<file path="src/rtl/display_scan_ctrl.sv">
// Scan controller for an N-digit common-anode 7-segment display sharing one decoder.
// A loaded value is staged and moved to the displayed copy only at frame boundaries.
module display_scan_ctrl #(
   parameter int N_DIG = 4,
   parameter int DIV   = 1000,
   parameter int BLANK = 16
) (
   input  logic               clk,
   input  logic               rst,
   input  logic [4*N_DIG-1:0] dato_i,
   input  logic               cargar_i,
   input  logic               supr_ceros_i,
   input  logic               habilitar_i,
   output logic [3:0]         palabra_o,
   output logic [N_DIG-1:0]   an_o,
   output logic               pendiente_o,
   output logic               fin_cuadro_o
);

   localparam int CW = $clog2(DIV);
   localparam int IW = $clog2(N_DIG);
   localparam logic [CW-1:0] CNT_LAST = CW'(DIV - 1);
   localparam logic [CW-1:0] BLANK_C  = CW'(BLANK);
   localparam logic [IW-1:0] IDX_LAST = IW'(N_DIG - 1);

   typedef enum logic {INACTIVO, ESCANEO} state_t;

   state_t             state_q, state_d;
   logic [CW-1:0]      cnt_q, cnt_d;
   logic [IW-1:0]      idx_q, idx_d;
   // Bit 4*N_DIG holds the suppression request travelling with the value.
   logic [4*N_DIG:0]   staged_q, staged_d;
   logic [4*N_DIG:0]   shadow_q, shadow_d;
   logic               pend_q, pend_d;
   logic [N_DIG-1:0]   an_q, an_d;
   logic [3:0]         palabra_q, palabra_d;
   logic               fin_q, fin_d;
   logic               boundary;

   logic [3:0]         dig [N_DIG];
   logic               lead_z [N_DIG];
   logic               supp [N_DIG];

   always_comb begin
      state_d  = state_q;
      cnt_d    = cnt_q;
      idx_d    = idx_q;
      staged_d = staged_q;
      shadow_d = shadow_q;
      pend_d   = pend_q;
      boundary = (state_q == INACTIVO) || (cnt_q == CNT_LAST && idx_q == IDX_LAST);

      if (cargar_i) begin
         staged_d = {supr_ceros_i, dato_i};
         if (boundary) begin
            shadow_d = {supr_ceros_i, dato_i};
            pend_d   = 1'b0;
         end else begin
            pend_d   = 1'b1;
         end
      end else if (boundary && pend_q) begin
         shadow_d = staged_q;
         pend_d   = 1'b0;
      end

      case (state_q)
         INACTIVO: begin
            cnt_d = '0;
            idx_d = '0;
            if (habilitar_i) state_d = ESCANEO;
         end
         ESCANEO: begin
            if (!habilitar_i) begin
               state_d = INACTIVO;
               cnt_d   = '0;
               idx_d   = '0;
            end else if (cnt_q == CNT_LAST) begin
               cnt_d = '0;
               idx_d = (idx_q == IDX_LAST) ? '0 : idx_q + IW'(1);
            end else begin
               cnt_d = cnt_q + CW'(1);
            end
         end
         default: state_d = INACTIVO;
      endcase
   end

   // Digit k is a leading zero when it and every digit above it are zero.
   generate
      for (genvar gi = 0; gi < N_DIG; gi++) begin : g_dig
         assign dig[gi] = shadow_d[4*gi +: 4];
         if (gi == N_DIG - 1) begin : g_top
            assign lead_z[gi] = (dig[gi] == 4'h0);
         end else begin : g_low
            assign lead_z[gi] = (dig[gi] == 4'h0) && lead_z[gi+1];
         end
         if (gi == 0) begin : g_d0
            assign supp[gi] = 1'b0;
         end else begin : g_dk
            assign supp[gi] = shadow_d[4*N_DIG] && lead_z[gi];
         end
      end
   endgenerate

   // Outputs are registered from the next-cycle view so they line up with cnt_q/idx_q.
   always_comb begin
      palabra_d = dig[idx_d];
      an_d      = '1;
      fin_d     = 1'b0;
      if (state_d == ESCANEO) begin
         if (cnt_d >= BLANK_C && !supp[idx_d]) an_d[idx_d] = 1'b0;
         fin_d = (cnt_d == CNT_LAST) && (idx_d == IDX_LAST);
      end
   end

   always_ff @(posedge clk) begin
      if (rst) begin
         state_q   <= INACTIVO;
         cnt_q     <= '0;
         idx_q     <= '0;
         staged_q  <= '0;
         shadow_q  <= '0;
         pend_q    <= 1'b0;
         an_q      <= '1;
         palabra_q <= 4'h0;
         fin_q     <= 1'b0;
      end else begin
         state_q   <= state_d;
         cnt_q     <= cnt_d;
         idx_q     <= idx_d;
         staged_q  <= staged_d;
         shadow_q  <= shadow_d;
         pend_q    <= pend_d;
         an_q      <= an_d;
         palabra_q <= palabra_d;
         fin_q     <= fin_d;
      end
   end

   assign palabra_o    = palabra_q;
   assign an_o         = an_q;
   assign pendiente_o  = pend_q;
   assign fin_cuadro_o = fin_q;

endmodule

</file>
<file path="config.mk">
export PLATFORM = sky130hd
export DESIGN_NAME = display_scan_ctrl
export DESIGN_NICKNAME = d
export VERILOG_FILES = /design/src/rtl/display_scan_ctrl.sv
export SDC_FILE = /design/constraint.sdc
export NUM_CORES = 1
export LEC_CHECK = 0
export ABC_AREA = 1
export ABC_CLOCK_PERIOD_IN_PS = 4900
export BUFFER_PORTS_ARGS = -buffer_cell sky130_fd_sc_hd__buf_2
export CAP_MARGIN = 20
export CORE_MARGIN = 8
export CORE_UTILIZATION = 50
export DETAILED_ROUTE_END_ITERATION = 16
export PLACE_DENSITY = 0.72
export SYNTH_ARGS = -nofsm -noshare
export SYNTH_HDL_FRONTEND = slang
export SYNTH_SLANG_ARGS = --single-unit
</file>
<file path="constraint.sdc">
create_clock -name clk -period 4.9 [get_ports clk]
set_clock_uncertainty 0.05 [all_clocks]
set_input_delay 0.735 -clock clk [delete_from_list [all_inputs] [get_ports clk]]
set_output_delay 0.735 -clock clk [all_outputs]
set_load 0.05 [all_outputs]
</file>
### Word-level counts from Yosys, hierarchy flattened

Cells that the tools add are included.

| cells by class | value |
|---|---|
| divide/modulo/power cells | 0 |
| add/sub/neg operators | 2 |
| muxes and demuxes | 22 |
| shift-type cells | 0 |
| equal/unequal tests | 4 |
| $lt $le $gt $ge | 4 |
| bitwise gates (word level) | 5 |
| reduce and logical (&&, ||, !) cells | 18 |
| $mul | 0 |

Operator list:

| cell | count |
|---|---|
| $mux 17 | 3 |
| $eq 10x10->1 const B | 2 |
| $mux 10 | 2 |
| $pmux 10 s2 | 1 |
| $logic_not 4->1 | 3 |
| $add 10x1->10 const B | 1 |
| $ge 10x5->1 const B | 1 |
| $logic_and 1x1->1 | 10 |
| $bmux 4 s2 | 1 |
| $mux 4 | 2 |
| $mux 1 | 7 |
| $mux 2 | 3 |
| $eq 2x2->1 const B | 2 |
| $not 4->4 | 1 |
| $pmux 2 s2 | 1 |
| $ge 3x3->1 const B | 1 |
| $lt 2x3->1 const B | 1 |
| $not 1->1 | 3 |
| $not 2->3 | 1 |
| $reduce_or 3->1 | 1 |
| $add 2x1->2 const B | 1 |
| $bmux 1 s2 | 1 |
| $demux 1 s2 | 1 |
| $ge 2x1->1 const B | 1 |
| other kinds (4) | 4 |

| word-level totals | value |
|---|---|
| RAM bits | 0 |
| logic and storage cells | 64 |
| flip-flop bits (word level) | 57 |
| memory bits (read-only) | 0 |
| bits in latches | 0 |
| output and inout bits | 10 |
| input bits | 21 |
| memories | 0 |

### Depth between registers and ports, before layout

Gate-level depths: netlist (run 1).

| logic depth | value |
|---|---|
| word-level depth | 17 |
| gate-level depth with buffers | 16 |
| gate-level depth less buffers | 14 |

### Least setup slack after synthesis (run 1)

OpenSTA, ideal clock, no wires.

| timing | value |
|---|---|
| path type | input -> register |
| start | in habilitar_i |
| end | reg an_q[0], in the netlist an_o[0] |
| data required time | 4.716 ns |
| path buffers | 0 |
| arrival | 1.687 ns |
| stages | 9 |
| setup time | 0.134 ns |
| slack | 3.030 ns |
| path through | nand2_1 -> inv_1 -> nand2_1 -> inv_1 -> nand3_1 -> o21ai_0 -> nor2_1 -> a41oi_1 -> nand3_1 |

| on the way | value |
|---|---|
| word-level cells in the longest chain between the ends | 10 |
| elaborated cells between the ends (all ways) | 21 |
| those cells by class | order compare: 3; mux: 10; bitwise: 4; reduce/logical: 4 |

Ends and longest elaborated chain:

| item | RTL line | source |
|---|---|---|
| from (decl) | 13 | `input logic habilitar_i,` |
| branches (longest 10 deep; another with $ge 10x5->1) | -- |  |
| to (signal assigned) | 134 | `an_q <= an_d;` |
| to (decl) | 35 | `logic [N_DIG-1:0] an_q, an_d;` |

Several ways; the timed one is not identified. The select of a mux whose other input is x is not followed.
A chain may end at the register's enable or synchronous reset.

### Worst setup path in the final report (run 1)

| timing | value |
|---|---|
| start | reg cnt_q[0] |
| end | reg an_q[0], in the netlist an_o[0] |

| on the way | value |
|---|---|
| word-level cells in the longest chain between the ends | 17 |
| elaborated cells between the ends (all ways) | 37 |
| those cells by class | add/sub: 1; order compare: 3; eq/ne: 1; mux: 14; bitwise: 3; reduce/logical: 15 |

Ends and longest elaborated chain:

| item | RTL line | source |
|---|---|---|
| from (decl) | 29 | `logic [CW-1:0] cnt_q, cnt_d;` |
| from (signal assigned) | 129 | `cnt_q <= cnt_d;` |
| branches (longest 17 deep; another with $add 10x1->10) | -- |  |

Several ways; the timed one is not identified. The select of a mux whose other input is x is not followed.

==> results.sh, run 1 <==
export IMPL_status="finished clean"
export IMPL_post_dp_hpwl_mm=4.62
export IMPL_comb_power_share_pct=11.9
export IMPL_synthArstFlopShare_pct=0
export IMPL_hold_buffers=0
export IMPL_clockBufferDepth=2
export IMPL_synth_top_flop_cell="dfxtp_1"
export IMPL_relSlewSlack_pct=60.2
export IMPL_clkSinkCount=57
export IMPL_path_cells="ha_1, nand2_1, inv_1, nand4_4, nand2_4, nand2_4, inv_1, nand2_1, nand3_1, nand2_1, nand2_1, nor2_1, nand3_2, nand3_1"
export IMPL_die_w_um=91.0
export IMPL_synth_cells=404
export IMPL_rsz0062_at_grt="false"
export IMPL_track_usage_pct=17.2
export IMPL_post_cts_buffers=0
export IMPL_area_growth_pct=9.92
export IMPL_drive_above_1_share_pct=14.4
export IMPL_p_per_area_nw_per_um2=321
export IMPL_switching_power_w=0.000261
export IMPL_maxCapViolations=0
export IMPL_final_util_pct=56.5
export IMPL_tritoncts="yes"
export IMPL_arrival_ps=2680
export IMPL_final_period_utilization_pct=51.6
export IMPL_num_io_pins=31
export IMPL_synth_top_area_cell="dfxtp_1"
export IMPL_synth_edf_count=0
export IMPL_min_path_type="flip-flop to flip-flop"
export IMPL_nets=452
export IMPL_peakVddDrop_mv=0.172
export IMPL_drv_slew=0
export IMPL_die_area_sq_um=8280
export IMPL_core_sq_um=5470
export IMPL_drc_errors=0
export IMPL_path_clk_slew_ps=60
export IMPL_finalHoldViolCount=0
export IMPL_slowest_stage="dfxtp_1"
export IMPL_power_share_clock_pct=37.9
export IMPL_fin_hold_ws_ps=416
export IMPL_tns_ps=0
export IMPL_antenna_found_initial=0
export IMPL_switching_share_pct=26.3
export IMPL_critical_path_class="flip-flop to flip-flop"
export IMPL_cp_slowest_stage_delay_ps=380
export IMPL_setup_viol=0
export IMPL_synth_nets=427
export IMPL_crit_buf_inv=2
export IMPL_via_per_inst=5.18
export IMPL_setup_ws_ps=2370
export IMPL_clkLatencyLatePin_ps=340
export IMPL_wl_per_cell_um=13.0
export IMPL_rows=27
export IMPL_antenna_left=0
export IMPL_grt_pass1_vias=2619
export IMPL_crit_family="simple AND/OR/NAND/NOR gates"
export IMPL_syn_area_per_cell_sq_um=6.96
export IMPL_synth_area_sq_um=2810
export IMPL_power_leakage_nw=1.45
export IMPL_port_buffers=30
export IMPL_num_vias=2612
export IMPL_diodes=0
export IMPL_grt_max_degree=39
export IMPL_place_gp_congestion=0.874
export IMPL_overflow=0
export IMPL_dr_pass1_iters=4
export IMPL_cts_root_buf="clkbuf_8"
export IMPL_worst_path_most_repeated_cell="nand2_1"
export IMPL_synthTopCellsByArea="dfxtp_1 (41%), nand2_1 (13%), nor2_1 (8.7%)"
export IMPL_die_h_um=91.0
export IMPL_start_kind="flip-flop"
export IMPL_numCtsBuffers=9
export IMPL_worst_slew_pin_slew_ps=596
export IMPL_finalCriticalPeriod_ps=2530
export IMPL_synth_top_area_share_pct=40.6
export IMPL_crit_path_max_fanout=38
export IMPL_ys_seq_area_share_pct=40.6
export IMPL_initial_utilization_pct=51.4
export IMPL_dp_worst_setup_slack_ps=2340
export IMPL_p_int_w=0.000730
export IMPL_yosys_register_bits=57
export IMPL_fmax_mhz=395
export IMPL_synth_cell_types=33
export IMPL_final_common_cell="nand2_1"
export IMPL_p_total_w=0.000991
export IMPL_ys_warn_count=0
export IMPL_drt_iter0_drc=128
export IMPL_crit_required_ps=5050
export IMPL_cts_resized=0
export IMPL_grt_pass1_wl_mm=11.6
export IMPL_worstSetupEndpointType="flip-flop"
export IMPL_wirelength_mm=6.55
export IMPL_h_tree_depth=3
export IMPL_pwr_share_seq_pct=50.2
export IMPL_mostFrequentLayoutCells="nand2_1 (95), nor2_1 (65), dfxtp_1 (57)"
cell families (layout without fill, tap and decap cells):
family,Yosys count,in the layout,synth area share (%)
AO/OA/AOI/OAI,56,56,11.2
AND/OR/NAND/NOR,223,223,35.6
buffers and inverters,63,91,10.8
adder cells (fa/ha/maj),2,2,0.890
flip-flops,57,57,40.6
XOR/XNOR,3,3,0.935
cells in the mapped netlist, types with 3 or more instances:
master    instances
nand3_2           7
o21ai_1           4
o21ai_0          25
nand2_1          95
a21oi_1          14
buf_2             3
clkbuf_1          8
buf_12            3
nor2_1           65
xor2_1            3
o22ai_1           6
inv_1            44
dfxtp_1          57
nand3_1          40
nor3_1            3
routing by layer:
layer / track usage (%) / routed length (um)
met1: 19.6 / 3040
met2: 28.4 / 3080
met3: 5.60 / 314
met4: 8.32 / 121
met5: 0 / 0
power groups by stage:
stage / clock network (W) / logic, W / registers [W]
after floorplan: 0 / 0.0000844 / 0.000513
after detailed placement: 0 / 0.000117 / 0.000507
after CTS: 0.000392 / 0.000118 / 0.000497
after global routing: 0.000405 / 0.000135 / 0.000499
after global placement: 0 / 0.000116 / 0.000506
final: 0.000376 / 0.000118 / 0.000497
cell type report:
type | instances | area, sq um
Sequential cell | 57 | 1140
Tap cell | 72 | 90.1
Fill cell | 562 | 2380
Timing Repair Buffer | 31 | 158
Clock buffer | 14 | 163
Inverter | 46 | 173
Multi-Input combinational cell | 284 | 1370
worst register-to-register path: stages, from the launching register on:
cell	delay, ps
dfxtp_1	380
ha_1	180
nand2_1	80
inv_1	170
nand4_4	130
nand2_4	350
nand2_4	250
inv_1	230
nand2_1	80
nand3_1	110
nand2_1	80
nand2_1	70
nor2_1	50
nand3_2	100
nand3_1	70
sequential cells by signal, indices dropped and copies added (netlist names), 2 cells and up:
name	flops
shadow_q	17
cnt_q	10
idx_q	2
palabra_o	4
staged_q	17
an_o	4
path summary, 6_finish.rpt:
kind | start | end | slack [ps] | depth (start not counted)
hold reg to reg | staged_q[16] | staged_q[16] | 420 | 2
hold / removal | staged_q[16] | staged_q[16] | 420 | 2
setup reg to reg | cnt_q[0] | an_o[0] | 2370 | 14
setup / recovery | cnt_q[0] | an_o[0] | 2370 | 14
per-stage QoR:
| step | instances | instance area (sq um) |
|---|---|---|
| after floorplan | 404 | 2810 |
| after global placement | 490 | 2930 |
| after detailed placement | 490 | 2930 |
| after CTS | 504 | 3090 |
| after global routing | 504 | 3090 |
| final | 504 | 3090 |
(Power assumes the default switching activity.)
==> run 2: changes to the inputs <==
Settings changed: ABC_CLOCK_PERIOD_IN_PS 4900 to 2200, PLACE_DENSITY 0.72 to 0.74.
Clock period 4.9 ns to 2.2 ns, I/O delays scaled along.
==> results.sh, run 2 (same netlist as run 1, synthesis figures left out) <==
export IMPL_place_gp_congestion=0.925
export IMPL_peakVddDrop_mv=0.566
export IMPL_critical_path_class="flip-flop to flip-flop"
export IMPL_biggestRegsByFlops="shadow_q (17), staged_q (17), cnt_q (10)"
export IMPL_relSlewSlack_pct=62.2
export IMPL_final_period_utilization_pct=93.8
export IMPL_numCtsBuffers=9
export IMPL_worst_path_most_repeated_cell="nand3_1"
export IMPL_worst_slew_pin_slew_ps=567
export IMPL_die_w_um=91.0
export IMPL_antenna_left=0
export IMPL_overflow=0
export IMPL_setup_viol=0
export IMPL_via_per_inst=5.15
export IMPL_die_area_sq_um=8280
export IMPL_crit_buf_inv=3
export IMPL_maxCapViolations=0
export IMPL_dr_pass1_iters=5
export IMPL_initial_utilization_pct=51.4
export IMPL_drt_iter0_drc=163
export IMPL_fin_hold_ws_ps=185
export IMPL_p_per_area_nw_per_um2=683
export IMPL_clkLatencyLatePin_ps=330
export IMPL_worstSetupEndpointType="flip-flop"
export IMPL_drc_errors=0
export IMPL_finalCriticalPeriod_ps=2060
export IMPL_wirelength_mm=6.77
export IMPL_cts_root_buf="clkbuf_8"
export IMPL_min_path_type="input pin to flip-flop"
export IMPL_hold_buffers=0
export IMPL_port_buffers=30
export IMPL_arrival_ps=2270
export IMPL_num_io_pins=31
export IMPL_mostFrequentLayoutCells="nand2_1 (90), nor2_1 (64), dfxtp_1 (56)"
export IMPL_grt_pass1_vias=2600
export IMPL_core_sq_um=5470
export IMPL_track_usage_pct=16.6
export IMPL_clockBufferDepth=2
export IMPL_start_kind="flip-flop"
export IMPL_finalHoldViolCount=0
export IMPL_die_h_um=91.0
export IMPL_diodes=0
export IMPL_nets=462
export IMPL_power_leakage_nw=1.52
export IMPL_path_cells="ha_1, nand2_2, inv_2, nand4_4, nand2_8, buf_12, clkbuf_16, nand3_1, nand3_1, nand2_2, nand3_1, nor2_1, nand3_2, nand3_1"
export IMPL_post_dp_hpwl_mm=4.72
export IMPL_status="finished clean"
export IMPL_dpl_instance_area_sq_um=2990
export IMPL_p_total_w=0.00224
export IMPL_final_common_cell="nand2_1"
export IMPL_clkSinkCount=57
export IMPL_wl_per_cell_um=13.2
export IMPL_crit_path_max_fanout=17
export IMPL_tritoncts="yes"
export IMPL_h_tree_depth=3
export IMPL_drv_slew=0
export IMPL_num_vias=2647
export IMPL_cp_slowest_stage_delay_ps=330
export IMPL_crit_required_ps=2410
export IMPL_rows=27
export IMPL_crit_family="simple AND/OR/NAND/NOR gates"
export IMPL_path_clk_slew_ps=60
export IMPL_drive_above_1_share_pct=19.5
export IMPL_fmax_mhz=485
export IMPL_slowest_stage="dfxtp_2"
export IMPL_postLayoutCellArea_sq_um=3290
export IMPL_antenna_found_initial=0
export IMPL_grt_pass1_wl_mm=11.5
export IMPL_grt_max_degree=36
export IMPL_area_growth_pct=16.9
## run 2: cell types whose count changed in the layout (fill, tap and decap cells not counted), moves of 2 or more
cell       previous run  this run
buf_4                 1         7
nand2_1              95        90
nand2_2               2         7
clkbuf_16             0         2
inv_1                44        41
buf_12                0         2
nand2_8               0         2
inv_2                 2         4
nand2_4               2         0
## run 2: power by group
part	internal, W	leakage (nW)	switching [W]
logic	0.000106	0.963	0.000190
registers	0.00108	0.469	0.0000222
clock network	0.000459	0.0826	0.000382
## run 2: repair_timing
item	in CTS	in global routing
gates cloned	0	2
hold endpoints to repair	0	0
resized for setup	1	16
pin swaps	0	4
setup endpoints to repair	3	9
buffers inserted	0	2
## run 2: cell type report
type / instances / area, sq um
timing repair buffer: 41 / 293
tap: 72 / 90.1
fill: 523 / 2190
clock buffer: 14 / 163
multi-input combinational: 284 / 1420
inverter: 46 / 176
sequential: 57 / 1140
## run 2: stage by stage
| step | utilization [%] | worst slack, ps | cells | TNS [ps] |
|---|---|---|---|---|
| 6_report | 60.0 | 137 | 514 | 0 |
| 5_1_grt | 60.0 | -14.5 | 514 | -26.0 |
| 4_1_cts | 57.7 | 36.1 | 510 | 0 |
| 3_5_place_dp | 54.5 | -24.6 | 496 | -24.6 |
| 3_3_place_gp | 54.5 | 97.2 | 496 | 0 |
| 2_1_floorplan | - | 336 | 404 | 0 |
## run 2: worst paths after layout
kind | slack (ps) | start | to | depth (start not counted)
worst min-delay path | 190 | dato_i[9] | staged_q[9] | 3
worst max register to register | 140 | cnt_q[0] | an_o[0] | 14
worst max-delay path | 140 | cnt_q[0] | an_o[0] | 14
worst min register to register | 380 | cnt_q[0] | cnt_q[0] | 1
## run 2: metal layers
layer	vias to the layer above	GRT usage, %	share of wire, %
li1	1356	-	-
met1	1216	19.8	46
met2	63	27.3	48
met3	12	4.12	4.5
met4	0	7.91	1.9
met5	-	0	0
## run 2: worst reg2reg max path: cells and delay by family (launching register included)
kind | cells | cell delay (ps)
and+or+nand+nor | 10 | 1010
buffers and inverters | 3 | 380
DFF | 1 | 330
adders and majority gates | 1 | 220
==> run 3: changes to the inputs <==
Settings changed: CTS_BUF_LIST set to sky130_fd_sc_hd__clkbuf_8, PLACE_DENSITY 0.74 to 0.72, SETUP_SLACK_MARGIN set to 0.02.
==> results.sh, run 3 (same netlist as run 1, synthesis figures left out) <==
export IMPL_rows=27
export IMPL_die_area_sq_um=8280
export IMPL_drive_above_1_share_pct=18.6
export IMPL_drt_iter0_drc=214
export IMPL_dpl_cell_count=495
export IMPL_die_h_um=91.0
export IMPL_comb_power_share_pct=12.2
export IMPL_post_dp_hpwl_mm=4.65
export IMPL_switching_share_pct=26.7
export IMPL_switching_power_w=0.000622
export IMPL_worstSetupEndpointType="flip-flop"
export IMPL_status="finished clean"
export IMPL_port_buffers=30
export IMPL_tritoncts="yes"
export IMPL_nFillCells=520
export IMPL_initial_utilization_pct=51.4
export IMPL_maxCapViolations=0
export IMPL_power_leakage_nw=1.51
export IMPL_dr_pass1_iters=4
export IMPL_multiInputGateArea_sq_um=1410
export IMPL_num_vias=2598
export IMPL_hold_buffers=0
export IMPL_clkSinkCount=57
export IMPL_clkLatencyLatePin_ps=340
export IMPL_slowest_stage="dfxtp_2"
export IMPL_crit_path_max_fanout=19
export IMPL_critical_path_class="flip-flop to flip-flop"
export IMPL_overflow=0
export IMPL_start_kind="flip-flop"
export IMPL_core_sq_um=5470
export IMPL_pwr_share_seq_pct=47.5
export IMPL_num_io_pins=31
export IMPL_area_growth_pct=15.3
export IMPL_finalCriticalPeriod_ps=2020
export IMPL_cts_root_buf="clkbuf_8"
export IMPL_r2r_end="an_o[3]"
export IMPL_cp_depth=14
export IMPL_final_cells=512
export IMPL_rr_worst_depth=14
export IMPL_numCtsBuffers=9
export IMPL_worst_slew_pin_slew_ps=587
export IMPL_diodes=0
export IMPL_h_tree_depth=3
export IMPL_drv_slew=0
export IMPL_cp_slowest_stage_delay_ps=360
export IMPL_area_sequential_sq_um=1140
export IMPL_power_share_clock_pct=40.3
export IMPL_setup_viol=0
export IMPL_clockBufferDepth=2
export IMPL_final_period_utilization_pct=92.0
export IMPL_final_common_cell="nand2_1"
export IMPL_crit_buf_inv=3
export IMPL_path_cells="ha_1, nand2_1, inv_2, nand4_4, nand2_4, buf_12, inv_2, nand2_1, nand3_1, nand2_1, nand3_1, nor2_1, nand3_2, nand3_1"
export IMPL_nets=458
export IMPL_path_clk_slew_ps=70
export IMPL_grt_pass1_vias=2468
export IMPL_via_per_inst=5.07
export IMPL_antenna_found_initial=0
export IMPL_finalHoldViolCount=0
export IMPL_crit_required_ps=2420
export IMPL_p_total_w=0.00233
export IMPL_fmax_mhz=494
export IMPL_grt_max_degree=39
export IMPL_crit_start="cnt_q[0]"
export IMPL_die_w_um=91.0
export IMPL_relSlewSlack_pct=60.8
export IMPL_track_usage_pct=16.6
export IMPL_r2r_slack_ps=180
export IMPL_p_per_area_nw_per_um2=718
export IMPL_timing_rr_start="cnt_q[0]"
export IMPL_rsz0062_at_grt="false"
export IMPL_biggestRegsByFlops="shadow_q (17), staged_q (17), cnt_q (10)"
export IMPL_wl_per_cell_um=13.1
export IMPL_peakVddDrop_mv=0.432
export IMPL_tns_ps=0
export IMPL_antenna_left=0
export IMPL_cp_endpoint="an_o[3]"
export IMPL_crit_family="simple AND/OR/NAND/NOR gates"
export IMPL_drc_errors=0
export IMPL_place_gp_congestion=0.901
export IMPL_arrival_ps=2250
export IMPL_wirelength_mm=6.70
export IMPL_min_path_type="input pin to flip-flop"
export IMPL_grt_pass1_wl_mm=11.2
export IMPL_mostFrequentLayoutCells="nand2_1 (91), nor2_1 (65), dfxtp_1 (56)"
export IMPL_p_int_w=0.00170
[run 3: worst min-delay path by stage]
stage | cells past startpoint | to | slack (ps) | from
floorplan | 1 | cnt_q[1] | 360 | rst
global placement | 1 | cnt_q[0] | 400 | cnt_q[0]
detailed placement | 2 | staged_q[16] | 400 | staged_q[16]
CTS | 3 | staged_q[1] | 170 | dato_i[1]
global route | 3 | staged_q[12] | 180 | dato_i[12]
finish | 3 | staged_q[1] | 180 | dato_i[1]
[run 3: power by group through the flow]
stage | Clock [W] | Sequential (W) | Combinational, W
CTS | 0.000954 | 0.00110 | 0.000273
floorplan | 0 | 0.00114 | 0.000188
global placement | 0 | 0.00113 | 0.000269
detailed placement | 0 | 0.00113 | 0.000272
global route | 0.00101 | 0.00111 | 0.000324
finish | 0.000936 | 0.00111 | 0.000284
[run 3: per-stage QoR]
step,util [%],hold slack [ps],area [sq um],setup slack (ps)
finish,59.2,180,3240,176
global route,59.2,177,3240,16.6
CTS,57.9,171,3170,94.5
detailed placement,54.4,403,2980,116
global placement,54.4,396,2980,130
floorplan,-,363,2810,336
[run 3: area by class of cell]
type / count / area share [%]
clock inverter: 3 / 0.425
inverter: 46 / 5.33
tap: 72 / 2.78
clock buffer: 13 / 5.52
sequential: 57 / 35.3
timing repair buffer: 37 / 7.18
multi-input combinational: 284 / 43.5
[run 3: repair_timing]
item / in CTS / in global routing
gates resized for setup: 0 / 13
buffers inserted: 0 / 0
endpoints found under the setup margin: 0 / 9
[run 3: worst min-delay path, cell delays in order]
cell	delay, ps
buf_2	90
nor2_1	40
nor2_1	80
[run 3: metal layers]
metal  vias up  wire (um)  track usage (%)
met2        71       3080             26.3
met3        12        403             5.19
met5         -          0                0
li1       1350          -                -
met1      1165       3080             20.3
met4         0        123             7.37
